--- src/rtl/temp_display_driver.sv ---
// Binary temperature to BCD (serial double-dabble) with a 4-digit active-low seven-segment scan.
// Optional macro TEMP_UNIT_EN shows an "F" unit glyph on the leftmost digit.
module temp_display_driver #(
  parameter int TEMP_W      = 7,
  parameter int REFRESH_DIV = 100000
) (
  input  logic              clk,
  input  logic              rst,
  input  logic [TEMP_W-1:0] temp_in,
  input  logic              temp_valid,
  output logic              busy,
  output logic              overrange,
  output logic [3:0]        an,
  output logic [6:0]        seg,
  output logic              dp
);

  localparam int CNT_W = $clog2(TEMP_W + 1);
  localparam int PRE_W = $clog2(REFRESH_DIV);
  localparam int SR_W  = 12 + TEMP_W;

  localparam logic [6:0] SEG_BLANK = 7'b1111111;

  typedef enum logic [1:0] {IDLE, CONVERT, UPDATE} state_t;

  state_t            state_q, state_d;
  logic [TEMP_W-1:0] shift_q, shift_d;
  logic [11:0]       bcd_q, bcd_d;
  logic [CNT_W-1:0]  cnt_q, cnt_d;
  logic [3:0]        hund_q, hund_d;
  logic [3:0]        tens_q, tens_d;
  logic [3:0]        ones_q, ones_d;
  logic              busy_q, busy_d;
  logic              overrange_q, overrange_d;
  logic [PRE_W-1:0]  pre_q, pre_d;
  logic [1:0]        idx_q, idx_d;

  logic [11:0]       bcd_adj;
  logic [SR_W-1:0]   cat_sh;

  function automatic logic [6:0] seg_decode(input logic [3:0] d);
    logic [6:0] s;
    case (d)
      4'd0:    s = 7'b1000000;
      4'd1:    s = 7'b1111001;
      4'd2:    s = 7'b0100100;
      4'd3:    s = 7'b0110000;
      4'd4:    s = 7'b0011001;
      4'd5:    s = 7'b0010010;
      4'd6:    s = 7'b0000010;
      4'd7:    s = 7'b1111000;
      4'd8:    s = 7'b0000000;
      4'd9:    s = 7'b0010000;
      default: s = SEG_BLANK;
    endcase
    return s;
  endfunction

  always_comb begin
    state_d     = state_q;
    shift_d     = shift_q;
    bcd_d       = bcd_q;
    cnt_d       = cnt_q;
    hund_d      = hund_q;
    tens_d      = tens_q;
    ones_d      = ones_q;
    busy_d      = busy_q;
    overrange_d = overrange_q;
    pre_d       = pre_q;
    idx_d       = idx_q;

    // Add-3 correction on every nibble before the shift.
    for (int i = 0; i < 3; i++) begin
      bcd_adj[i*4 +: 4] = (bcd_q[i*4 +: 4] >= 4'd5) ? bcd_q[i*4 +: 4] + 4'd3 : bcd_q[i*4 +: 4];
    end
    cat_sh = {bcd_adj, shift_q} << 1;

    case (state_q)
      IDLE: begin
        if (temp_valid) begin
          shift_d = temp_in;
          bcd_d   = '0;
          cnt_d   = '0;
          busy_d  = 1'b1;
          state_d = CONVERT;
        end
      end
      CONVERT: begin
        {bcd_d, shift_d} = cat_sh;
        cnt_d            = cnt_q + CNT_W'(1);
        if (cnt_q == CNT_W'(TEMP_W - 1)) state_d = UPDATE;
      end
      UPDATE: begin
        hund_d      = bcd_q[11:8];
        tens_d      = bcd_q[7:4];
        ones_d      = bcd_q[3:0];
        overrange_d = (bcd_q[11:8] != 4'd0);
        busy_d      = 1'b0;
        state_d     = IDLE;
        // A strobe landing on the update edge starts the next conversion at once.
        if (temp_valid) begin
          shift_d = temp_in;
          bcd_d   = '0;
          cnt_d   = '0;
          busy_d  = 1'b1;
          state_d = CONVERT;
        end
      end
      default: state_d = IDLE;
    endcase

    if (pre_q == PRE_W'(REFRESH_DIV - 1)) begin
      pre_d = '0;
      idx_d = idx_q + 2'd1;
    end else begin
      pre_d = pre_q + PRE_W'(1);
    end
  end

  always_ff @(posedge clk) begin
    if (rst) begin
      state_q     <= IDLE;
      shift_q     <= '0;
      bcd_q       <= '0;
      cnt_q       <= '0;
      hund_q      <= '0;
      tens_q      <= '0;
      ones_q      <= '0;
      busy_q      <= 1'b0;
      overrange_q <= 1'b0;
      pre_q       <= '0;
      idx_q       <= '0;
    end else begin
      state_q     <= state_d;
      shift_q     <= shift_d;
      bcd_q       <= bcd_d;
      cnt_q       <= cnt_d;
      hund_q      <= hund_d;
      tens_q      <= tens_d;
      ones_q      <= ones_d;
      busy_q      <= busy_d;
      overrange_q <= overrange_d;
      pre_q       <= pre_d;
      idx_q       <= idx_d;
    end
  end

  always_comb begin
    seg = SEG_BLANK;
    case (idx_q)
      2'd0: seg = seg_decode(ones_q);
      2'd1: seg = (hund_q == 4'd0 && tens_q == 4'd0) ? SEG_BLANK : seg_decode(tens_q);
      2'd2: seg = (hund_q == 4'd0) ? SEG_BLANK : seg_decode(hund_q);
`ifdef TEMP_UNIT_EN
      2'd3: seg = 7'b0001110;
`else
      2'd3: seg = SEG_BLANK;
`endif
      default: seg = SEG_BLANK;
    endcase
  end

  assign an        = ~(4'b0001 << idx_q);
  assign dp        = 1'b1;
  assign busy      = busy_q;
  assign overrange = overrange_q;

endmodule

--- config.mk ---
export PLATFORM = sky130hd
export DESIGN_NAME = temp_display_driver
export DESIGN_NICKNAME = d
export VERILOG_FILES = /design/src/rtl/temp_display_driver.sv
export SDC_FILE = /design/constraint.sdc
export NUM_CORES = 1
export LEC_CHECK = 0
export CAP_MARGIN = 20
export CORE_MARGIN = 4
export CORE_UTILIZATION = 54
export DETAILED_ROUTE_END_ITERATION = 7
export GPL_TIMING_DRIVEN = 0
export PLACE_DENSITY = 0.76
export SLEW_MARGIN = 15
export SYNTH_ARGS = -nofsm -noshare
export SYNTH_HDL_FRONTEND = slang
export SYNTH_SLANG_ARGS = --single-unit
--- constraint.sdc ---
create_clock -name clk -period 1.7 [get_ports clk]
set_clock_uncertainty 0.1 [all_clocks]
set_input_delay 0.17 -clock clk [delete_from_list [all_inputs] [get_ports clk]]
set_output_delay 0.17 -clock clk [all_outputs]
set_load 0.005 [all_outputs]
==> summary.md, run 1 <==
| Metric | Value |
|---|---|
| Post-Route Setup TNS | `-4.20 ns` |
| Failing checks | `setup timing` |
| H-tree Lvls | `3` |
| Crit. End Element | `primary output` |
| Max VDD drop | `0.506 mV` |
| Synthesis-stage register bit count | `between 70 and 80` |
| Row cnt | `31` |
| Drt initial violations | `roughly 120` |
| Leak | `roughly 0.0022 uW` |
| Finished Cell Area | `0.00521 mm^2` |
| Hold_ws | `0.293 ns` |
| Largest net degree at the start of global routing | `14` |
| EDFF count, synth | `0` |
| First-pass GRT wire length | `14700 um` |
| HP Start | `rst` |
| Root buf cell | `clkbuf_8` |
| Final setup fails | `28` |
| Fin crit share | `1.20` |
| Hold Crit Class | `in2reg` |
| Unrepaired setup endpoints after global routing | `yes` |
| Antenna-violating nets left | `0` |
| CTS tree | `done` |
| CTS sink cnt | `78` |
| Vias | `between 3000 and 4000` |
| R2r worst-path depth | `7` |
| Post-DP Area | `0.00444 mm^2` |
| Top-count cell post-synth | `dfxtp_1` |
| Crit path launch type | `flip-flop` |
| Synth unique cells | `50` |
| Final Core Density | `0.718` |
| Hold Vio Cnt, Final | `0` |
| Total routed wirelength | `9290 um` |
| Syn-to-layout area delta | `29.2%` |
| Worst Setup Slack, final | `-0.342 ns` |
| Slew Viols, Final | `0` |
| Largest fanout on the critical path | `5` |
| Via density | `5.52` |
| Worst EP required | `approximately 1.4 ns` |
| Synth Flop Type | `dfxtp_1` |
| Seq/Total Area, Yosys | `0.387` |
| Later-pin clock latency in the skew report | `between 0.3 and 0.4 ns` |
| Crit path cell chain | `nor4_4, and2_4, buf_6, o21ai_0, a32oi_1, buf_2` |
| P per Cell Area | `696 mW/mm^2` |
| Post-detail-place hpwl | `~6000 um` |
| Max Fclk | `490 MHz` |
| Initial Util | `0.556` |
| Yosys top cell area share | `0.387` |
| Initial antenna violation count | `0` |
| Hold Path Sink | `bcd_q[1]$_SDFFE_PP0P_` |
| GP Congestion | `0.866` |
| Crit path DAT | `1.77 ns` |
| ANT cells | `0` |
| Worst-margin pin slew | `0.502 ns` |
| CP bufs+invs | `2` |
| Master of the slowest instance on the critical path | `dfxtp_2` |
| Async S/R FF share, synth | `0` |
| Fin nets | `533` |
| Status | `finished, violations left` |
| Cell count after synthesis | `428` |
| Synth area leaders | `dfxtp_1 (39%), ha_1 (9.3%), mux2i_1 (7.0%)` |
| Max_cap viols | `0` |
| CP Class | `reg2out` |
| Ys Warns | `0` |
| Tmin final | `2.04 ns` |
| Core box area | `0.00725 mm^2` |
| DR WL/cell | `15.6 um` |
| Vias in the first global route | `3128` |
| R2R Setup Slk | `-0.18 ns` |
| All-Layer GR Usage | `0.206` |
| Clock buffer depth | `2` |
| Layout cell share with drive strength beyond 1 | `0.305` |
| Die height | `approximately 94 um` |
| Post-synth top cells | `dfxtp_1 (78), nor2_1 (38), inv_1 (37)` |
| Drt drc | `0` |
| Mean Syn Cell Area | `9.42 um^2` |
| Num CTS Buffers | `9` |
| CP max stage delay | `0.34 ns` |
| Port bufs | `22` |
| Reg-to-Reg Start | `state_q[0]$_SDFFE_PP0P_` |
| Clock Pin Slew Worst Setup and Hold Paths | `0.08 ns` |
| Hold Path Stages | `3` |
| Cell family with the largest share of critical-path delay | `simple AND/OR/NAND/NOR gates` |
| Mapped Nets | `468` |
| Die X | `between 90 and 100 um` |
| Ports | `24` |
| Cell area after synthesis | `a little over 0.004 mm^2` |
| DRT Pass-1 Iters | `4` |
| Die area | `between 0.008 and 0.009 mm^2` |
| Area leader, netlist | `dfxtp_1` |
| Critical Path Start | `hund_q[3]$_SDFFE_PP0N_` |
| CTS Hold Buffers Added | `0` |
| Gr ovfl total | `0` |
| Max-slew headroom | `0.665` |
| Post-layout power | `3630 uW` |
==> worst max-delay path by stage <==
| stage | endpoint | depth (start not counted) | slack, ns |
|---|---|---|---|
| 6_report | seg[1] | 6 | -0.34 |
| 5_1_grt | seg[3] | 6 | -0.40 |
| 4_1_cts | seg[3] | 6 | -0.35 |
| 3_5_place_dp | flip-flop | 7 | -0.77 |
| 3_3_place_gp | flip-flop | 7 | -0.71 |
| 2_1_floorplan | flip-flop | 7 | -0.04 |
==> worst register-to-register path, delay by kind of cell (launching register included) <==
kind / cells / cell delay [ns]
simple gates: 1 / 0.16
flops: 1 / 0.37
compound gates: 2 / 0.49
mux: 1 / 0.14
fa+ha+maj: 1 / 0.22
buf+inv: 2 / 0.28
==> kinds of logic (layout without fill, tap and decap cells) <==
| family | Yosys count | after routing | synth area share |
|---|---|---|---|
| muxes | 37 | 37 | 0.0993 |
| xor gates and xnor gates | 20 | 20 | 0.0435 |
| AOI/OAI and AO/OA | 82 | 82 | 0.134 |
| buffers and inverters | 58 | 128 | 0.0652 |
| other | 1 | 1 | 0.000930 |
| DFF | 78 | 78 | 0.387 |
| adders and majority gates | 30 | 30 | 0.0931 |
| and+or+nand+nor | 122 | 122 | 0.176 |
==> cell type report <==
| cell class | instances | area [um^2] |
|---|---|---|
| Buffer | 17 | 153 |
| Multi-Input combinational cell | 292 | 2530 |
| Clock buffer | 11 | 131 |
| Tap cell | 99 | 124 |
| Fill cell | 519 | 2040 |
| Timing Repair Buffer | 55 | 445 |
| Inverter | 40 | 158 |
| Sequential cell | 78 | 1590 |
| Clock inverter | 5 | 83.8 |
==> placed cells by master (no fill, tap or decap), drive strengths merged, types with 4 or more instances in the layout <==
| master | count |
|---|---|
| dfxtp | 78 |
| buf | 52 |
| inv | 40 |
| nor2 | 38 |
| a21oi | 30 |
| ha | 30 |
| mux2i | 28 |
| o21ai | 21 |
| clkbuf | 17 |
| nand2 | 15 |
| xnor2 | 11 |
| clkdlybuf4s50 | 10 |
| nand3 | 10 |
| xor2 | 9 |
| mux2 | 9 |
| nor2b | 8 |
| nor3 | 8 |
| a32oi | 7 |
| nor4 | 7 |
| nand4 | 6 |
| a211oi | 6 |
| a31oi | 6 |
| and3 | 5 |
| nand2b | 5 |
| dlygate4sd2 | 4 |
| and4bb | 4 |
| nor4bb | 4 |
==> stage by stage <==
stage | instances | setup WS [ns]
detailed placement | 549 | -0.767
global route | 597 | -0.405
global placement | 549 | -0.708
finish | 597 | -0.342
CTS | 589 | -0.355
floorplan | 428 | -0.0440
==> repair_timing <==
item / in CTS / in global routing
endpoints found under the setup margin: 73 / 58
resized for setup: 97 / 31
pin swaps: 24 / 19
buffers inserted: 25 / 8
==> metal layers <==
metal	wire, um	vias up	track usage
met5	0	-	0
met4	114	0	0.0578
met3	335	16	0.0359
met2	4670	71	0.366
met1	4180	1579	0.257
li1	-	1627	-
==> where the power goes <==
part | leakage, uW | switching (uW) | internal (uW) | total [uW]
sequential | 0.000637 | 26.6 | 1850 | 1880
combinational | 0.00144 | 123 | 99.6 | 223
clock | 0.0000998 | 692 | 831 | 1520
total | 0.00218 | 842 | 2780 | 3630
Power figures use the tool's default switching activity.
==> inputs of run 2 (changes only) <==
- CAP_MARGIN: 20 -> 10
==> results of run 2 <==
Same layout as run 1: the final DEF is identical, and so are final timing and power.
